[src/rtl/sync_debounce_pkg.sv]
// sync_debounce_pkg
// Shared definitions for the input debouncer: the qualification FSM state
// encoding and the legal synchronizer depth range.
package sync_debounce_pkg;

    typedef enum logic [1:0] {
        STABLE_LO = 2'd0,
        QUAL_HI   = 2'd1,
        STABLE_HI = 2'd2,
        QUAL_LO   = 2'd3
    } state_t;

    localparam int MIN_SYNC_STAGES = 2;
    localparam int MAX_SYNC_STAGES = 4;

endpackage : sync_debounce_pkg

[src/rtl/sync_chain.sv]
// sync_chain
// N-flop metastability synchronizer with asynchronous active-low reset.
// Reusable at any single-bit clock-domain-crossing point.
//
// Ports:
//   clk   in   sampling clock, rising edge
//   rstn  in   asynchronous active-low reset, clears every stage
//   d     in   asynchronous input bit
//   q     out  synchronized output (last stage)
module sync_chain #(
    parameter int N = 2
) (
    input  logic clk,
    input  logic rstn,
    input  logic d,
    output logic q
);

    logic [N-1:0] chain;

    always_ff @(posedge clk or negedge rstn) begin
        if (!rstn) begin
            chain <= '0;
        end else begin
            chain[0] <= d;
            for (int i = 1; i < N; i++) begin
                chain[i] <= chain[i-1];
            end
        end
    end

    assign q = chain[N-1];

endmodule : sync_chain

[src/rtl/sync_debounce.sv]
// sync_debounce
// Conditions one asynchronous, possibly bouncing input: a flop-chain
// synchronizer followed by a counter-qualified FSM that only accepts a new
// level after DEBOUNCE_CYCLES consecutive stable synchronized samples.
//
// Ports:
//   clk         in   system clock, rising edge
//   rstn        in   asynchronous active-low reset
//   async_in    in   raw asynchronous input
//   en          in   debounce enable; low freezes the accepted level
//   level_out   out  debounced accepted level (registered)
//   rise_pulse  out  one-cycle strobe on level_out 0->1 (registered)
//   fall_pulse  out  one-cycle strobe on level_out 1->0 (registered)
//   busy        out  high while a candidate level is being qualified
//   state_dbg   out  current FSM state, for observation
//
// Handshake: none; async_in is a free-running level, outputs are levels and
// single-cycle strobes with no back-pressure.
module sync_debounce
    import sync_debounce_pkg::*;
#(
    parameter int SYNC_STAGES     = 2,
    parameter int CNT_W           = 16,
    parameter int DEBOUNCE_CYCLES = 1000
) (
    input  logic   clk,
    input  logic   rstn,
    input  logic   async_in,
    input  logic   en,
    output logic   level_out,
    output logic   rise_pulse,
    output logic   fall_pulse,
    output logic   busy,
    output state_t state_dbg
);

    // Reject illegal parameterizations at elaboration.
    if (SYNC_STAGES < MIN_SYNC_STAGES || SYNC_STAGES > MAX_SYNC_STAGES) begin : g_bad_stages
        $error("sync_debounce: SYNC_STAGES=%0d outside %0d..%0d",
               SYNC_STAGES, MIN_SYNC_STAGES, MAX_SYNC_STAGES);
    end
    if (CNT_W < 1 || CNT_W > 32) begin : g_bad_cnt_w
        $error("sync_debounce: CNT_W=%0d outside 1..32", CNT_W);
    end
    if (longint'(DEBOUNCE_CYCLES) < 64'sd1 ||
        longint'(DEBOUNCE_CYCLES) > ((64'sd1 <<< CNT_W) - 64'sd1)) begin : g_bad_cycles
        $error("sync_debounce: DEBOUNCE_CYCLES=%0d outside 1..2^CNT_W-1", DEBOUNCE_CYCLES);
    end

    localparam logic [CNT_W-1:0] DEB_C   = CNT_W'(DEBOUNCE_CYCLES);
    localparam logic [CNT_W-1:0] CNT_ONE = CNT_W'(1);
    localparam bit               DEB_ONE = (DEBOUNCE_CYCLES == 1);

    logic             s;
    state_t           state;
    logic [CNT_W-1:0] cnt;
    logic [CNT_W-1:0] cnt_inc;

    sync_chain #(.N(SYNC_STAGES)) u_sync (
        .clk  (clk),
        .rstn (rstn),
        .d    (async_in),
        .q    (s)
    );

    // cnt is always below DEB_C in a QUAL state, so the increment cannot wrap.
    assign cnt_inc = cnt + CNT_ONE;

    always_ff @(posedge clk or negedge rstn) begin
        if (!rstn) begin
            state      <= STABLE_LO;
            cnt        <= '0;
            level_out  <= 1'b0;
            rise_pulse <= 1'b0;
            fall_pulse <= 1'b0;
        end else begin
            rise_pulse <= 1'b0;
            fall_pulse <= 1'b0;
            if (!en) begin
                // Abandon any candidate; the accepted level holds.
                state <= level_out ? STABLE_HI : STABLE_LO;
                cnt   <= '0;
            end else begin
                case (state)
                    STABLE_LO: begin
                        if (s) begin
                            if (DEB_ONE) begin
                                state      <= STABLE_HI;
                                level_out  <= 1'b1;
                                rise_pulse <= 1'b1;
                            end else begin
                                state <= QUAL_HI;
                                cnt   <= CNT_ONE;
                            end
                        end
                    end
                    QUAL_HI: begin
                        if (!s) begin
                            state <= STABLE_LO;
                            cnt   <= '0;
                        end else if (cnt_inc == DEB_C) begin
                            state      <= STABLE_HI;
                            cnt        <= '0;
                            level_out  <= 1'b1;
                            rise_pulse <= 1'b1;
                        end else begin
                            cnt <= cnt_inc;
                        end
                    end
                    STABLE_HI: begin
                        if (!s) begin
                            if (DEB_ONE) begin
                                state      <= STABLE_LO;
                                level_out  <= 1'b0;
                                fall_pulse <= 1'b1;
                            end else begin
                                state <= QUAL_LO;
                                cnt   <= CNT_ONE;
                            end
                        end
                    end
                    QUAL_LO: begin
                        if (s) begin
                            state <= STABLE_HI;
                            cnt   <= '0;
                        end else if (cnt_inc == DEB_C) begin
                            state      <= STABLE_LO;
                            cnt        <= '0;
                            level_out  <= 1'b0;
                            fall_pulse <= 1'b1;
                        end else begin
                            cnt <= cnt_inc;
                        end
                    end
                    default: begin
                        state <= level_out ? STABLE_HI : STABLE_LO;
                        cnt   <= '0;
                    end
                endcase
            end
        end
    end

    assign busy      = (state == QUAL_HI) || (state == QUAL_LO);
    assign state_dbg = state;

endmodule : sync_debounce

[config.mk]
export PLATFORM = sky130hd
export DESIGN_NAME = sync_debounce
export DESIGN_NICKNAME = d
export VERILOG_FILES = /design/src/rtl/sync_debounce_pkg.sv /design/src/rtl/sync_chain.sv /design/src/rtl/sync_debounce.sv
export SDC_FILE = /design/constraint.sdc
export NUM_CORES = 1
export LEC_CHECK = 0
export ABC_CLOCK_PERIOD_IN_PS = 4200
export CAP_MARGIN = 40
export CORE_AREA = 2 2 50 52
export CTS_BUF_LIST = sky130_fd_sc_hd__clkbuf_8
export CTS_CLUSTER_SIZE = 10
export DETAILED_ROUTE_END_ITERATION = 10
export DIE_AREA = 0 0 52 54
export HOLD_SLACK_MARGIN = 0.15
export PLACE_DENSITY = 0.92
export SYNTH_ARGS = -nofsm -noshare
export SYNTH_HDL_FRONTEND = slang
export SYNTH_SLANG_ARGS = --single-unit
[constraint.sdc]
create_clock -name clk -period 4.2 [get_ports clk]
set_clock_uncertainty 0.05 [all_clocks]
set_input_delay 0.42 -clock clk [delete_from_list [all_inputs] [get_ports clk]]
set_output_delay 0.42 -clock clk [all_outputs]
set_load 0.01 [all_outputs]
==> run_results.csv, run 1 <==
group,metric,value,unit
run_status,outcome,"completed",
floorplanning,num_rows,18,
logic_synthesis,syn_area_per_cell,8.735,um^2
global_routing,grt_usage,25.01,%
final_layout,areaGrowthSynthToFinish,9.786,%
worst_hold_path,hold_end,"u_sync.chain[1]$_DFF_PN0_",
logic_synthesis,yosys_most_used_dff,"dfrtp_1",
floorplanning,die_y,54,um
logic_synthesis,ys_seq_area_share,40.93,%
logic_synthesis,yosys_warnings,0,
cts,cts_buffer_depth,2,
floorplanning,chipWidth,52,um
critical_path,crit_top_cell,"and4_1",
final_layout,register_area,575.6,um^2
critical_path,r2r_setup_slack,1660,ps
global_routing,grt_max_degree,18,
sta,setup_viol,0,
placement,post-place-ws,1694,ps
floorplanning,pin_count,10,
cts,worstSkewPairLatency,260,ps
final_layout,multi_input_area,762.0,um^2
sta,hold_viol_final,0,
route,drtIter0Drc,32,
floorplanning,dieArea,2808,um^2
route,ant_nets,0,
logic_synthesis,ys_types,46,
cts,clk_pin_slew,80,ps
sta,worst_pin_slew,608.2,ps
worst_hold_path,worstHoldPathCells,0,
sta,fin_ws,1664,ps
critical_path,crit_path_start_kind,"flop",
critical_path,r2r-start,"cnt[0]$_DFFE_PN0P_",
logic_synthesis,synth_edf_count,0,
placement,placed_area,1499,um^2
critical_path,worstSetupEndpointType,"flop",
power_and_ir_drop,power_density,261.2,nW/um^2
global_routing,grt_first_pass_wirelength,5.168,mm
cts,numCtsBuffers,3,
worst_hold_path,min_from,"u_sync.chain[0]$_DFF_PN0_",
sta,final_max_slew_viol_count,0,
critical_path,arrival,2680,ps
final_layout,postLayoutCellArea,1544,um^2
cts,cts_root_buffer,"clkbuf_8",
cts,cts_resized,0,
sta,min_period_over_period,60.37,%
route,vias,1266,
sta,rsz0062_at_grt,"false",
critical_path,cp_top_family,"compound AO/OA/AOI/OAI gates",
critical_path,path_cells,"ha_1 -> and4_1 -> and4_1 -> and4b_1 -> o2111a_2 -> a31oi_4 -> a21oi_1 -> mux2i_1",
critical_path,crit_required,4340,ps
logic_synthesis,synth-seq-cells,23,
final_layout,antenna_cells,0,
route,firstDrtPassIters,4,
global_routing,overflow,0,
critical_path,cp_max_fo,14,
placement,globalplace.congestion,0.8550,
logic_synthesis,synth_fp_nets,166,
sta,whs,328.5,ps
logic_synthesis,syn_inst,161,
final_layout,nets,171,
critical_path,max_stage_delay,420,ps
sta,period_needed,2536,ps
global_routing,grt_pass1_vias,1195,
power_and_ir_drop,irDropWorstVdd,0.2000,mV
sta,fin_setup_tns,0,ps
placement,port_buffers,9,
cts,post_cts_buffers,0,
floorplanning,initial_utilization,60.63,%
job,max_cap_violations,0,
final_layout,n_fill_cell,188,
power_and_ir_drop,p_leak,0.0006485,uW
placement,dp_hpwl,2.202,mm
critical_path,criticalPathCategory,"reg2reg",
sta,fmax,394.4,MHz
route,wl_per_cell,15.63,um
route,post_drt_via_cell_ratio,6.492,
sta,slew_headroom,59.45,%
global_routing,antenna_found_initial,0,
critical_path,slowest_stage,"dfrtp_1",
logic_synthesis,syn_area,1406,um^2
cts,cts_tree,"yes",
cts,clock-sinks,23,
critical_path,rr_endpoint,"cnt[6]$_DFFE_PN0P_",
cts,htree_num_levels,1,
worst_hold_path,hold_class,"reg2reg",
cts,hold_buffers,0,
route,routed_wl,3.048,mm
logic_synthesis,synth-async-reset-ratio,100.0,%
critical_path,crit_buf_inv,0,
floorplanning,coreArea,2320,um^2
final_layout,drive_gt1_share,6.061,%
critical_path,reg2reg_depth,8,
route,drc_errors,0,
## registers in the layout, summed over array words and instances (netlist names), named ones only
name and count:
level_out 1, rise_pulse 1, state_dbg 1, cnt 16, u_sync.chain 2, fall_pulse 1
## worst reg2reg max path: cells and delay by family, from the launching register on
| kind | cells | cell delay, ps |
|---|---|---|
| flops | 1 | 420 |
| compound gates | 3 | 810 |
| simple gates | 3 | 740 |
| fa+ha+maj | 1 | 280 |
| mux | 1 | 160 |
## worst max-delay path by stage
stage | start | end | slack, ps | depth (start not counted)
floorplan | cnt[0]$_DFFE_PN0P_ | cnt[6]$_DFFE_PN0P_ | 1890 | 10
global placement | cnt[2]$_DFFE_PN0P_ | cnt[11]$_DFFE_PN0P_ | 1760 | 6
detailed placement | cnt[0]$_DFFE_PN0P_ | cnt[6]$_DFFE_PN0P_ | 1690 | 8
CTS | cnt[0]$_DFFE_PN0P_ | cnt[6]$_DFFE_PN0P_ | 1690 | 8
global route | cnt[1]$_DFFE_PN0P_ | level_out$_DFFE_PN0P_ | 1490 | 8
finish | cnt[0]$_DFFE_PN0P_ | cnt[6]$_DFFE_PN0P_ | 1660 | 8
## cell usage after synthesis, drive strengths merged (5+ instances only)
cell	count	area share [%]
nor2	16	4.3
a21oi	6	2.1
nand3	10	4.4
a31oi	6	3.7
nand2	19	5.1
nand4	5	2.2
clkbuf	5	1.3
inv	5	1.3
dfrtp	23	41
o21ai	10	3.6
nor3	7	2.5
buf	5	2.2
## cell families after synthesis
group           share of synthesized area, %
simple gates                           30.34
compound gates                         18.33
flops                                  40.93
buf+inv                                4.894
mux                                    2.847
xor+xnor                               1.780
fa+ha+maj                             0.8895
## power breakdown
group	total, uW	switching [uW]	internal, uW
clock	135	70.0	65.2
combinational	38.0	23.2	14.8
sequential	230	4.82	225
## cell type report
type	instances	area share [%]
clock buffer	3	2.674
clock inverter	1	0.2431
inverter	5	1.216
multi-input combinational	123	49.35
sequential	23	37.28
tap	30	2.431
timing repair buffer	10	6.807
## per-stage QoR
step	cells	power (uW)	utilization, %
after floorplan	161	254.7	-
after global placement	190	268.6	63.97
after detailed placement	191	272.4	64.62
after CTS	195	405.2	66.56
after global routing	195	419.2	66.56
final	195	403.3	66.56
## placed cells by master, fill, tap and decap left out, types with 2 or more instances in the layout
master / instances
and4_1: 4
nand2_1: 19
clkbuf_8: 3
nand4_1: 5
a22o_1: 2
dfrtp_1: 23
a21oi_1: 6
nor3b_1: 2
a22oi_1: 2
nor3_1: 7
inv_1: 6
nand3_1: 9
o21ai_0: 8
nor2_1: 16
o21ai_1: 2
a31oi_1: 5
and3_1: 2
mux2i_1: 4
clkdlybuf4s50_1: 9
nor2b_1: 2
or3_1: 4
## per-layer routing
metal | up-vias | global-route usage, % | part of all wire [%]
li1 | 601 | - | -
met1 | 605 | 30.44 | 42
met2 | 54 | 44.30 | 51
met3 | 6 | 4.444 | 6.0
met4 | 0 | 9.211 | 0.95
met5 | - | 0 | 0
Note: power is estimated with default switching activity, not from simulation.
==> run 2, diff against run 1 <==
--- a/config.mk
+++ b/config.mk
@@ -5,15 +5,15 @@
 export SDC_FILE = /design/constraint.sdc
 export NUM_CORES = 1
 export LEC_CHECK = 0
-export ABC_CLOCK_PERIOD_IN_PS = 4200
+export ABC_CLOCK_PERIOD_IN_PS = 2300
 export CAP_MARGIN = 40
-export CORE_AREA = 2 2 50 52
+export CORE_AREA = 2 2 55 57
 export CTS_BUF_LIST = sky130_fd_sc_hd__clkbuf_8
 export CTS_CLUSTER_SIZE = 10
 export DETAILED_ROUTE_END_ITERATION = 10
-export DIE_AREA = 0 0 52 54
+export DIE_AREA = 0 0 57 59
 export HOLD_SLACK_MARGIN = 0.15
-export PLACE_DENSITY = 0.92
+export PLACE_DENSITY = 0.82
 export SYNTH_ARGS = -nofsm -noshare
 export SYNTH_HDL_FRONTEND = slang
 export SYNTH_SLANG_ARGS = --single-unit
==> constraint.sdc (replaced) <==
create_clock -name clk -period 2.3 [get_ports clk]
set_clock_uncertainty 0.05 [all_clocks]
set_input_delay 0.23 -clock clk [delete_from_list [all_inputs] [get_ports clk]]
set_output_delay 0.23 -clock clk [all_outputs]
set_load 0.01 [all_outputs]
==> run_results.csv, run 2 (synthesis gave the netlist of run 1 again) <==
group,metric,value,unit
run_status,outcome,"completed",
critical_path,worstSetupEndpointType,"flop",
critical_path,r2r_setup_slack,20,ps
floorplanning,coreArea,2710,um^2
route,post_drt_via_cell_ratio,6.376,
floorplanning,num_rows,19,
sta,fin_ws,22.78,ps
floorplanning,die_y,59,um
route,wl_per_cell,16.88,um
final_layout,nets,196,
critical_path,cp_max_fo,7,
floorplanning,chipWidth,57,um
power_and_ir_drop,power_density,422.2,nW/um^2
final_layout,final_common_cell,"buf_4",
final_layout,reg.largest.list,"cnt x16, u_sync.chain x2",
cts,clk_pin_slew,80,ps
floorplanning,initial_utilization,51.89,%
global_routing,grt_pass1_vias,1437,
job,max_cap_violations,0,
route,routed_wl,3.731,mm
power_and_ir_drop,irDropWorstVdd,0.4866,mV
critical_path,arrival,2380,ps
route,ant_nets,0,
power_and_ir_drop,total_power,745.4,uW
final_layout,largest_reg_flops,16,
global_routing,grt_first_pass_wirelength,6.285,mm
sta,fmax,439.1,MHz
cts,cts_root_buffer,"clkbuf_8",
floorplanning,dieArea,3363,um^2
final_layout,postLayoutCoreUtil,65.14,%
global_routing,grt_usage,23.99,%
cts,worstSkewPairLatency,270,ps
cts,cts_buffer_depth,2,
route,firstDrtPassIters,4,
worst_hold_path,hold_class,"in2async",
final_layout,drive_gt1_share,22.63,%
sta,min_period_over_period,99.01,%
sta,final_max_slew_viol_count,0,
final_layout,regMostFlops,"cnt",
global_routing,grt_max_degree,24,
sta,setup_viol,0,
cts,htree_num_levels,1,
critical_path,criticalPathCategory,"reg2reg",
sta,slew_headroom,66.61,%
cts,clock-sinks,23,
global_routing,antenna_found_initial,0,
cts,numCtsBuffers,3,
route,drc_errors,0,
sta,period_needed,2277,ps
final_layout,antenna_cells,0,
power_and_ir_drop,p_leak,0.0007764,uW
final_layout,areaGrowthSynthToFinish,25.53,%
sta,hold_viol_final,0,
sta,rsz0062_at_grt,"true",
sta,worst_pin_slew,498.9,ps
sta,whs,265.6,ps
cts,cts_tree,"yes",
placement,post-place-ws,-15.02,ps
sta,fin_setup_tns,0,ps
placement,dp_hpwl,2.536,mm
placement,port_buffers,9,
global_routing,overflow,0,
final_layout,final_cell_mix,"buf_4 (25), dfrtp_1 (23), nand2_1 (19)",
critical_path,crit_path_start_kind,"flop",
placement,globalplace.congestion,0.9032,
route,vias,1409,
route,drtIter0Drc,89,
critical_path,crit_required,2400,ps
floorplanning,pin_count,10,
## run 2: layer usage
metal / vias up / track usage (%) / wire (um)
li1: 650 / - / -
met1: 676 / 28.57 / 1456
met2: 70 / 42.36 / 1930
met3: 13 / 4.148 / 260
met4: 0 / 11.30 / 83
met5: - / 0 / 0
## run 2: through the flow
step	std cells	cell area [um^2]
2_1_floorplan	161	1409
3_3_place_gp	214	1660
3_5_place_dp	214	1660
4_1_cts	218	1705
5_1_grt	221	1765
6_report	221	1765
## run 2: worst paths after layout
| path | startpoint | depth (start not counted) | end |
|---|---|---|---|
| max | cnt[1]$_DFFE_PN0P_ | 7 | cnt[11]$_DFFE_PN0P_ |
| min | rstn | 2 | cnt[8]$_DFFE_PN0P_ |
| max reg2reg | cnt[1]$_DFFE_PN0P_ | 7 | cnt[11]$_DFFE_PN0P_ |
| min reg2reg | u_sync.chain[0]$_DFF_PN0_ | 0 | u_sync.chain[1]$_DFF_PN0_ |
| max in group asynchronous | rstn | 2 | fall_pulse$_DFF_PN0_ |
| min in group clk | u_sync.chain[0]$_DFF_PN0_ | 0 | u_sync.chain[1]$_DFF_PN0_ |
## run 2: power breakdown
group          total [uW]  switching (uW)  internal (uW)
clock network         246             127            119
logic                78.5            47.3           31.2
registers             420            9.21            411
total                 745             184            562
## run 2: worst max-delay path: stages, from the launching register on
cell and delay, ps:
dfrtp_1 420, ha_2 200, and4_4 240, and4_1 230, and4b_1 230, o2111a_2 280
a31oi_4 170, a221o_1 360
## run 2: cell type report
| cell class | count | area [um^2] |
|---|---|---|
| clock buffer | 3 | 41.29 |
| clock inverter | 1 | 3.754 |
| fill | 239 | 944.7 |
| inverter | 5 | 18.77 |
| multi-input combinational | 124 | 809.5 |
| sequential | 23 | 575.6 |
| tap | 31 | 38.79 |
| timing repair buffer | 34 | 277.8 |
## run 2: repair_timing
action	4_1_cts	5_1_grt
gates cloned	0	1
setup buffers	0	2
setup endpoints to repair	3	14
hold buffers	0	0
resized for setup	0	8
pin swaps	3	5
